--- config.mk ---
export PLATFORM = sky130hd
export DESIGN_NAME = bist_tpg_flat
export DESIGN_NICKNAME = d
export VERILOG_FILES = /design/src/rtl/bist_tpg_if.sv /design/src/rtl/bist_tpg.sv /design/src/flat_wrapper.sv
export SDC_FILE = /design/constraint.sdc
export NUM_CORES = 1
export LEC_CHECK = 0
export ABC_AREA = 1
export CORE_MARGIN = 5
export CORE_UTILIZATION = 34
export DETAILED_ROUTE_END_ITERATION = 6
export PLACE_DENSITY = 0.56
export SLEW_MARGIN = 25
export SYNTH_ARGS = -nofsm -noshare
export SYNTH_HDL_FRONTEND = slang
export SYNTH_SLANG_ARGS = --single-unit
--- constraint.sdc ---
create_clock -name clk -period 1.6 [get_ports clk]
set_input_delay 0.48 -clock clk [delete_from_list [all_inputs] [get_ports clk]]
set_output_delay 0.48 -clock clk [all_outputs]
set_load 0.01 [all_outputs]
--- src/rtl/bist_tpg_if.sv ---
// Pattern-generator session/bus signals between a BIST controller and bist_tpg.
// The seed_in member exists only when TPG_SEED_LOAD_EN is defined.
interface bist_tpg_if #(
    parameter int unsigned CNT_W = 16
);
    logic             start;
    logic [CNT_W-1:0] pat_count;
    logic             hold;
`ifdef TPG_SEED_LOAD_EN
    logic [15:0]      seed_in;
`endif
    logic [15:0]      pattern;
    logic             pattern_valid;
    logic             misr_enable;
    logic             busy;
    logic             done;

    modport master (
`ifdef TPG_SEED_LOAD_EN
        output seed_in,
`endif
        output start, pat_count, hold,
        input  pattern, pattern_valid, misr_enable, busy, done
    );

    modport slave (
`ifdef TPG_SEED_LOAD_EN
        input  seed_in,
`endif
        input  start, pat_count, hold,
        output pattern, pattern_valid, misr_enable, busy, done
    );
endinterface

--- src/rtl/bist_tpg.sv ---
// BIST test-pattern generator: Galois LFSR session sequencer with CUT-latency-matched MISR enable.
// Optional macro TPG_SEED_LOAD_EN adds a run-time seed (seed_in) loaded at session start.
module bist_tpg #(
    parameter logic [15:0] SEED    = 16'hFFFF,
    parameter int unsigned CNT_W   = 16,
    parameter int unsigned CUT_LAT = 1
) (
    input  logic       clk,
    input  logic       reset,
    bist_tpg_if.slave  tpg
);
    localparam int unsigned FL_W = 4;

    typedef enum logic [1:0] {
        S_IDLE,
        S_RUN,
        S_FLUSH,
        S_DONE
    } state_e;

    state_e             state_q;
    logic [CNT_W-1:0]   cnt_q;
    logic [FL_W-1:0]    flush_q;
    logic [15:0]        lfsr_q;
    logic [15:0]        lfsr_d;
    logic [15:0]        seed_d;
    logic [CUT_LAT-1:0] dly_q;
    logic               busy_q;
    logic               done_q;
    logic               pv_c;
    logic               fb;

    // Galois step, taps shared with the signature compressor
    always_comb begin
        fb          = lfsr_q[15];
        lfsr_d      = {lfsr_q[14:0], fb};
        lfsr_d[6:4] = lfsr_q[5:3] ^ {3{fb}};
    end

    // All-zero seed would lock the LFSR, so fall back to SEED
    always_comb begin
        seed_d = SEED;
`ifdef TPG_SEED_LOAD_EN
        if (tpg.seed_in != 16'h0000) seed_d = tpg.seed_in;
`endif
    end

    assign pv_c = (state_q == S_RUN) && !tpg.hold;

    // Delay line is cleared only by reset so it drains during FLUSH
    always_ff @(posedge clk) begin
        if (reset) dly_q <= '0;
        else       dly_q <= CUT_LAT'({dly_q, pv_c});
    end

    always_ff @(posedge clk) begin
        if (reset) begin
            state_q <= S_IDLE;
            cnt_q   <= '0;
            flush_q <= '0;
            lfsr_q  <= SEED;
            busy_q  <= 1'b0;
            done_q  <= 1'b0;
        end else begin
            done_q <= 1'b0;
            case (state_q)
                S_IDLE: begin
                    if (tpg.start) begin
                        cnt_q  <= tpg.pat_count;
                        lfsr_q <= seed_d;
                        if (tpg.pat_count != '0) begin
                            state_q <= S_RUN;
                            busy_q  <= 1'b1;
                        end else begin
                            state_q <= S_DONE;
                            done_q  <= 1'b1;
                        end
                    end
                end
                S_RUN: begin
                    if (!tpg.hold) begin
                        lfsr_q <= lfsr_d;
                        cnt_q  <= cnt_q - CNT_W'(1);
                        if (cnt_q == CNT_W'(1)) begin
                            state_q <= S_FLUSH;
                            flush_q <= FL_W'(CUT_LAT - 1);
                        end
                    end
                end
                S_FLUSH: begin
                    if (flush_q == '0) begin
                        state_q <= S_DONE;
                        busy_q  <= 1'b0;
                        done_q  <= 1'b1;
                    end else begin
                        flush_q <= flush_q - FL_W'(1);
                    end
                end
                S_DONE: begin
                    state_q <= S_IDLE;
                end
                default: begin
                    state_q <= S_IDLE;
                end
            endcase
        end
    end

    assign tpg.pattern       = lfsr_q;
    assign tpg.pattern_valid = pv_c;
    assign tpg.misr_enable   = dly_q[CUT_LAT-1];
    assign tpg.busy          = busy_q;
    assign tpg.done          = done_q;
endmodule

--- src/flat_wrapper.sv ---
// flat-port wrapper written by rule: the top's interface ports become plain ports
module bist_tpg_flat 
#(
    parameter logic [15:0] SEED    = 16'hFFFF,
    parameter int unsigned CNT_W   = 16,
    parameter int unsigned CUT_LAT = 1
)
  (clk, reset, tpg_start, tpg_pat_count, tpg_hold, tpg_pattern, tpg_pattern_valid, tpg_misr_enable, tpg_busy, tpg_done);
  bist_tpg_if #(.CNT_W(CNT_W)) tpg_i ();
  input  logic clk;
  input  logic reset;
  input wire logic [$bits(tpg_i.start)-1:0] tpg_start;
  input wire logic [$bits(tpg_i.pat_count)-1:0] tpg_pat_count;
  input wire logic [$bits(tpg_i.hold)-1:0] tpg_hold;
  output wire logic [$bits(tpg_i.pattern)-1:0] tpg_pattern;
  output wire logic [$bits(tpg_i.pattern_valid)-1:0] tpg_pattern_valid;
  output wire logic [$bits(tpg_i.misr_enable)-1:0] tpg_misr_enable;
  output wire logic [$bits(tpg_i.busy)-1:0] tpg_busy;
  output wire logic [$bits(tpg_i.done)-1:0] tpg_done;
  assign tpg_i.start = tpg_start;
  assign tpg_i.pat_count = tpg_pat_count;
  assign tpg_i.hold = tpg_hold;
  assign tpg_pattern = tpg_i.pattern;
  assign tpg_pattern_valid = tpg_i.pattern_valid;
  assign tpg_misr_enable = tpg_i.misr_enable;
  assign tpg_busy = tpg_i.busy;
  assign tpg_done = tpg_i.done;
  bist_tpg #(.SEED(SEED), .CNT_W(CNT_W), .CUT_LAT(CUT_LAT)) u_core (.clk(clk), .reset(reset), .tpg(tpg_i));
endmodule
Word-level counts from Yosys, hierarchy flattened
Index checks and enable logic that the tools add are counted.

Add/subtract/negate cells: 2. Equality and inequality tests: 10. Mux-type cells: 24. Bitwise operators: 1. Reductions and logical operators: 12.

Operator list (number): 2-to-1 mux 16 bit (4); one-hot mux 16 bit (2 select lines) (2); equality test 16 x 1 -> 1 bit, second input constant (1); nonzero test 16 bit (1); subtractor 16 x 1 -> 16 bit, second input constant (1); 2-to-1 mux 4 bit (3); AND reduction 4 bit (3); 2-to-1 mux 2 bit (5); != test 2 bit, second input constant (4); one-hot mux 2 bit (4 select lines) (1); one-hot mux 4 bit (2 select lines) (1); 2-to-1 mux 1 bit (6); nonzero test 2 bit (3); equality test 2 bit, second input constant (2); zero test 4 bit (1); != test 2 x 1 -> 1 bit, second input constant (2); one-hot mux 1 bit (2 select lines) (2); subtractor 4 x 1 -> 4 bit, second input constant (1); AND reduction 3 bit (1); XOR 3 bit (1); equality test 2 x 1 -> 1 bit, second input constant (1); zero test 2 bit (1); logical AND 1 bit (1); zero test 1 bit (1).

Bits in registers: 41. Output and inout port bits: 20.

Logic depth before layout (Yosys ltp)
Gate-level depths: netlist of the first run.

Depth in word-level cells: 4. Depth in mapped cells: 10.

Worst setup path after synthesis of the first run
OpenSTA, ideal clock, no wires.

Path type: reg-to-output. Start point: register u_core.state_q[1]. End point: output tpg_pattern_valid. Arrival: 1.161 ns. Setup slack: -0.041 ns. Cell stages (with the launch flop): 7. Path buffers: 2. Path through: dfxtp_1 inv_1 ha_1 inv_2 buf_2 clkbuf_1 nor2_1.

Cells in the longest elaborated chain, start to end: 2.

RTL lines: from (decl) (line bist_tpg.sv:21) `state_e state_q;`; from (signal assigned) (line bist_tpg.sv:58) `state_q <= S_IDLE;`; from (signal assigned) (line bist_tpg.sv:72) `state_q <= S_RUN;`; from (signal assigned) (line bist_tpg.sv:75) `state_q <= S_DONE;`; equality test 2 x 1 -> 1 bit (line bist_tpg.sv:48) `assign pv_c = (state_q == S_RUN) && !tpg.hold;`; logical AND 1 bit (line bist_tpg.sv:48); to (decl) (line flat_wrapper.sv:16) `output wire logic [$bits(tpg_i.pattern_valid)-1:0] tpg_pattern_valid;`.

No other way between the ends.

Worst setup path in the final report of the first run
Same ends and word-level chain as after synthesis.

==> summary.txt, run 1 <==
Area fraction of the dominant cell type after synthesis -> 0.358
# clock sinks -> 41
Vias -> 2498
Worst Max-Slew Pin Slew -> 0.332 ns
CTS tree -> built
Post-Syn Area per Cell -> 6.26 sq um
Most common cell in the netlist -> nand2_1
Largest net degree at the start of global routing -> 21
CTS Hold Buffers Added -> 0
Worst Hold Launch -> u_core.tpg.busy
Critical Path AT -> 1.08 ns
Clk_lat worst skew -> 0.30 ns
CP Cell Sequence -> inv_2 > ha_4 > inv_4 > nor2_4 > buf_6
CP bufs+invs -> 3
Final WS setup -> 0.0420 ns
Vias in the first global route -> 2448
CP max FO -> 2
Horiz. Die Dim -> 92.1 microns
Antenna Diode Count -> 0
Routed Antenna Nets -> 0
I/O Pins -> 40
EDFF count, synth -> 0
VDD IR-drop max -> 0.844 mV
Post-Syn Instances -> 366
Nets -> 457
Critical path's top delay family -> flip-flops
Synthesized flop and latch total -> 41
Post-DP HPWL -> 4.64 mm
Gp weighted congestion -> 0.842
Register area share after synthesis -> 0.358
Clock-pin slew on the worst setup and hold paths -> 0.08 ns
Synthesized net count -> 392
Final hold slack -> 0.463 ns
Status -> complete, no violations
DR iter-0 viols -> 103
Layout cells sized above 1 -> 0.181
Critical path class -> flop to output pin
Post-layout instance area -> 3200 sq um
Clock Tree Buf Depth -> 2
Setup Viol. Count Final -> 0
Post-synthesis async set-or-reset flop share -> 0
CP peak stage delay -> 0.33 ns
Synth warnings -> 0
Vias per inst -> 4.88
Final core occ -> 0.478
Synth area leaders -> dfxtp_1 (36%), nand2_1 (17%), a21oi_1 (8.3%)
Hold Path End -> u_core.tpg.busy
Drt first pass iters -> 4
Die area -> 8480 sq um
Hold depth -> 2
CP endpoint kind -> output pin
Synth cell count leaders -> nand2_1 (102), nor2_1 (45), dfxtp_1 (41)
Total GRT Usage -> 0.152
Port bufs -> 39
Die H -> 92.1 microns
Grt total ovfl -> 0
Row cnt -> 30
Fmax -> 642 MHz
Area grow syn2layout -> 39.5%
Leakage -> 1.39 nW
Slowest cell on crit path -> dfxtp_2
Period utilization -> 0.974
Setup_tns -> 0 ns
Max-slew violation count -> 0
RR Endpoint -> u_core.cnt_q[5]
DRC errors left -> 0
Pwr per Cell Area -> 2020 nW/um^2
CTS root buffer -> clkbuf_8
First-pass GRT wire length -> 10.7 mm
Initial antenna violation count -> 0
Max cap viols -> 0
Routed len/inst -> 12.3 microns
Core area -> 6680 sq um
Layout Skew -> 0.00419 ns
Top_reg_cell synth -> dfxtp_1
Worst R2R Path Depth -> 11
Dpl ws -> -0.459 ns
Crit path launch type -> flop
Final hold violations -> 0
RSZ-0062 raised after global routing -> yes
Max-slew headroom -> 0.777
Area after DPL -> 2960 sq um
Library cells used by synthesis -> 26
Initial core utilization -> 0.343
WL final -> 6.29 mm
H-tree levels -> 2
TritonCTS buffer count -> 5
CP Depth -> 5
Area of the mapped netlist -> 2290 sq um
CP required -> 1.12 ns
Worst hold path type -> flop to flop
Final min period -> 1.56 ns
R2R Path Start -> u_core.state_q[1]
Largest area contributor in the netlist -> dfxtp_1
Worst reg2reg setup slack -> 0.08 ns
flip-flops by register name, indices dropped and copies added (netlist names):
register / flops
u_core.cnt_q: 16
u_core.tpg.pattern: 16
u_core.flush_q: 4
u_core.state_q: 2
u_core.tpg.busy: 1
u_core.tpg.done: 1
u_core.tpg.misr_enable: 1
cell usage in the layout (no fill, tap or decap), types with 5 or more instances in the layout:
| cell | n |
|---|---|
| buf_4 | 27 |
| a21oi_1 | 33 |
| o21ai_0 | 29 |
| buf_6 | 5 |
| a21oi_2 | 5 |
| dlygate4sd2_1 | 19 |
| clkdlybuf4s50_1 | 18 |
| nor2_1 | 42 |
| nand2_1 | 100 |
| nand3_1 | 21 |
| inv_1 | 30 |
| dfxtp_1 | 39 |
| o21ai_1 | 8 |
| clkbuf_8 | 5 |
routing by layer:
metal / vias up / share of wire / global-route usage
li1: 1311 / - / -
met1: 1125 / 0.43 / 0.176
met2: 56 / 0.50 / 0.274
met3: 6 / 0.057 / 0.0377
met4: 0 / 0.011 / 0.0458
met5: - / 0 / 0
power by group:
part / switching, mW / internal, mW
combinational: 2.36 / 1.67
sequential: 0.302 / 1.42
clock: 0.399 / 0.306
worst register-to-register path: stages (launching register included):
cell     delay (ns)
dfxtp_2        0.33
inv_2          0.07
ha_4           0.14
inv_4          0.04
buf_6          0.14
o21ai_4        0.15
o21ai_4        0.11
inv_4          0.11
buf_6          0.12
o21ai_0        0.08
nand2_1        0.06
a21oi_1        0.05
cell type report:
| type | count | area (sq um) |
|---|---|---|
| flip-flops and latches | 41 | 823 |
| inverters | 36 | 140 |
| repair buffers | 74 | 673 |
| clock inverters | 3 | 22.5 |
| well taps | 80 | 100 |
| clock buffers | 5 | 68.8 |
| fillers | 716 | 3480 |
| multi-input cells | 273 | 1370 |
per-stage QoR:
stage | cells | power, mW
after floorplan | 366 | 4.17
after global placement | 502 | 5.47
after detailed placement | 502 | 5.48
after CTS | 510 | 6.14
after global routing | 512 | 7.12
final | 512 | 6.45
timing repair:
action                     CTS  global route
setup endpoints to repair   28            41
cloned                       0             1
setup buffers                0             1
gates resized for setup     31            36
pin swaps                    0             3
cells by family (layout without fill, tap and decap cells):
| kind of cell | Yosys count | after routing | share of synthesized area |
|---|---|---|---|
| flip-flops | 41 | 41 | 0.358 |
| XOR/XNOR | 1 | 1 | 0.00382 |
| adder cells (fa/ha/maj) | 6 | 6 | 0.0328 |
| AO/OA/AOI/OAI | 82 | 82 | 0.185 |
| AND/OR/NAND/NOR | 184 | 184 | 0.330 |
| buffers and inverters | 52 | 118 | 0.0906 |
worst max path at each step:
stage / start / to / slack, ns
after global placement: tpg_hold / tpg_pattern_valid / -0.42
after floorplan: u_core.state_q[1] / tpg_pattern_valid / 0.03
after global routing: u_core.state_q[0] / u_core.cnt_q[11] / -0.02
after detailed placement: tpg_hold / tpg_pattern_valid / -0.46
after CTS: tpg_hold / tpg_pattern_valid / -0.04
final: u_core.state_q[1] / tpg_pattern_valid / 0.04
(Power assumes the default switching activity.)
==> inputs of run 2 (changes only) <==
--- a/config.mk
+++ b/config.mk
@@ -7,9 +7,9 @@
 export LEC_CHECK = 0
 export ABC_AREA = 1
 export CORE_MARGIN = 5
-export CORE_UTILIZATION = 34
+export CORE_UTILIZATION = 47
 export DETAILED_ROUTE_END_ITERATION = 6
-export PLACE_DENSITY = 0.56
+export PLACE_DENSITY = 0.73
 export SLEW_MARGIN = 25
 export SYNTH_ARGS = -nofsm -noshare
 export SYNTH_HDL_FRONTEND = slang
==> summary.txt, run 2 (synthesis gave the netlist of run 1 again) <==
DRC errors left -> 0
Setup_tns -> 0 ns
Hold depth -> 2
CP peak stage delay -> 0.41 ns
Fmax -> 640 MHz
DR iter-0 viols -> 249
Commonest non-fill, non-tap cell in the layout -> nand2_1
CTS Hold Buffers Added -> 0
Status -> complete, no violations
Final hold violations -> 0
Worst Hold Launch -> u_core.tpg.busy
Worst R2R Path Depth -> 11
Antenna Diode Count -> 0
Max cap viols -> 0
Area after DPL -> 2930 sq um
Nets -> 453
Slowest cell on crit path -> clkdlybuf4s50_1
Leakage -> 1.38 nW
Period utilization -> 0.977
Pwr per Cell Area -> 2110 nW/um^2
CP most frequent cell -> nor2_1
Clock Tree Buf Depth -> 2
Total GRT Usage -> 0.211
Final WS setup -> 0.0364 ns
CTS root buffer -> clkbuf_8
Post-route insts no fill -> 495
Row cnt -> 25
Post-CTS Setup Bufs -> 0
Vias in the first global route -> 2443
H-tree levels -> 2
Setup Viol. Count Final -> 0
Largest net degree at the start of global routing -> 22
Post-layout instance area -> 3120 sq um
Vias -> 2508
CP endpoint kind -> flop
CP bufs+invs -> 2
CP required -> 1.84 ns
Area grow syn2layout -> 36.2%
Layout cells sized above 1 -> 0.159
Pwr Total -> 6.60 mW
Die area -> 6370 sq um
R2R Path Start -> u_core.state_q[0]
Clock-pin slew on the worst setup and hold paths -> 0.08 ns
Hold Path End -> u_core.tpg.busy
DP Cell Count -> 487
Most frequent cells in the layout -> nand2_1 (101), nor2_1 (43), a21oi_1 (38), dfxtp_1 (38), inv_1 (30)
Critical path class -> input pin to flop
Horiz. Die Dim -> 79.8 microns
RSZ-0062 raised after global routing -> yes
Core area -> 4720 sq um
CTS tree -> built
CP Cell Sequence -> clkdlybuf4s50_1 > nor2_1 > nand3_1 > nor2_1 > nand3_1 > o22ai_1 > inv_1 > nor2_1
Critical path's top delay family -> simple AND/OR/NAND/NOR gates
Worst hold path type -> flop to flop
Final min period -> 1.56 ns
Worst Max-Slew Pin Slew -> 0.347 ns
Critical Path AT -> 1.80 ns
Post-DP HPWL -> 4.38 mm
I/O Pins -> 40
Initial core utilization -> 0.485
Dpl ws -> -0.413 ns
Die H -> 79.8 microns
Routed len/inst -> 12.8 microns
Final core occ -> 0.661
VDD IR-drop max -> 1.16 mV
WL final -> 6.31 mm
Gp weighted congestion -> 0.869
CP max FO -> 4
Worst reg2reg setup slack -> 0.06 ns
Crit path launch type -> input pin
Max-slew violation count -> 0
Layout Skew -> 0.0114 ns
Port bufs -> 39
First-pass GRT wire length -> 10.9 mm
Drt first pass iters -> 4
Clk_lat worst skew -> 0.30 ns
RR Endpoint -> u_core.cnt_q[9]
Max-slew headroom -> 0.768
Initial antenna violation count -> 0
Routed Antenna Nets -> 0
Grt total ovfl -> 0
Filler Cell Count -> 447
Vias per inst -> 5.07
# clock sinks -> 41
Final hold slack -> 0.438 ns
TritonCTS buffer count -> 5
==> run 2: changes by cell type in the layout (fill, tap and decap cells not counted), moves of 3 or more <==
cell	before	now
a21oi_1	33	38
clkinvlp_4	3	0
a21oi_2	5	0
nand3_2	3	0
nand3_1	21	24
buf_6	5	2
==> run 2: worst max-delay path by stage <==
stage / from / end / slack [ns] / cells after the start
after floorplan: u_core.state_q[1] / tpg_pattern_valid / 0.03 / 6
after global placement: tpg_hold / tpg_pattern_valid / -0.42 / 3
after detailed placement: tpg_hold / tpg_pattern_valid / -0.41 / 3
after CTS: u_core.state_q[1] / tpg_pattern_valid / -0.02 / 5
after global routing: u_core.state_q[0] / u_core.cnt_q[5] / -0.01 / 10
final: tpg_pat_count[13] / u_core.tpg.done / 0.04 / 8
==> run 2: what timing repair did <==
item                       4_1_cts  5_1_grt
gates resized for setup         32       18
setup endpoints to repair       31       39
pin swaps                        5        0
==> run 2: metal layers <==
| metal | up-vias | share of wire | GRT usage |
|---|---|---|---|
| li1 | 1300 | - | - |
| met1 | 1136 | 0.45 | 0.265 |
| met2 | 64 | 0.47 | 0.346 |
| met3 | 8 | 0.067 | 0.0621 |
| met4 | 0 | 0.017 | 0.0676 |
| met5 | - | 0 | 0 |
==> run 2: area by class of cell <==
type	count	area, sq um	share of cell area
clock inverters	3	65.1	0.0208
inverters	36	135	0.0433
clock buffers	5	68.8	0.0220
repair buffers	70	601	0.192
well taps	67	83.8	0.0268
flip-flops and latches	41	825	0.264
multi-input cells	273	1350	0.431
==> run 2: where the power goes <==
| part | internal [mW] | leakage [nW] | switching [mW] | total (mW) |
|---|---|---|---|---|
| Combinational | 1.52 | 0.973 | 2.35 | 3.86 |
| Clock | 0.620 | 0.0681 | 0.377 | 0.997 |
| Sequential | 1.42 | 0.338 | 0.314 | 1.73 |
==> run 2: worst reg2reg max path: stages (launching register included) <==
cell	delay, ns
dfxtp_2	0.34
buf_4	0.14
inv_2	0.08
ha_4	0.17
nand2_1	0.09
o21ai_4	0.08
o21ai_4	0.09
buf_4	0.18
nor2_2	0.12
nand2_1	0.06
nand2_1	0.05
a21oi_1	0.05
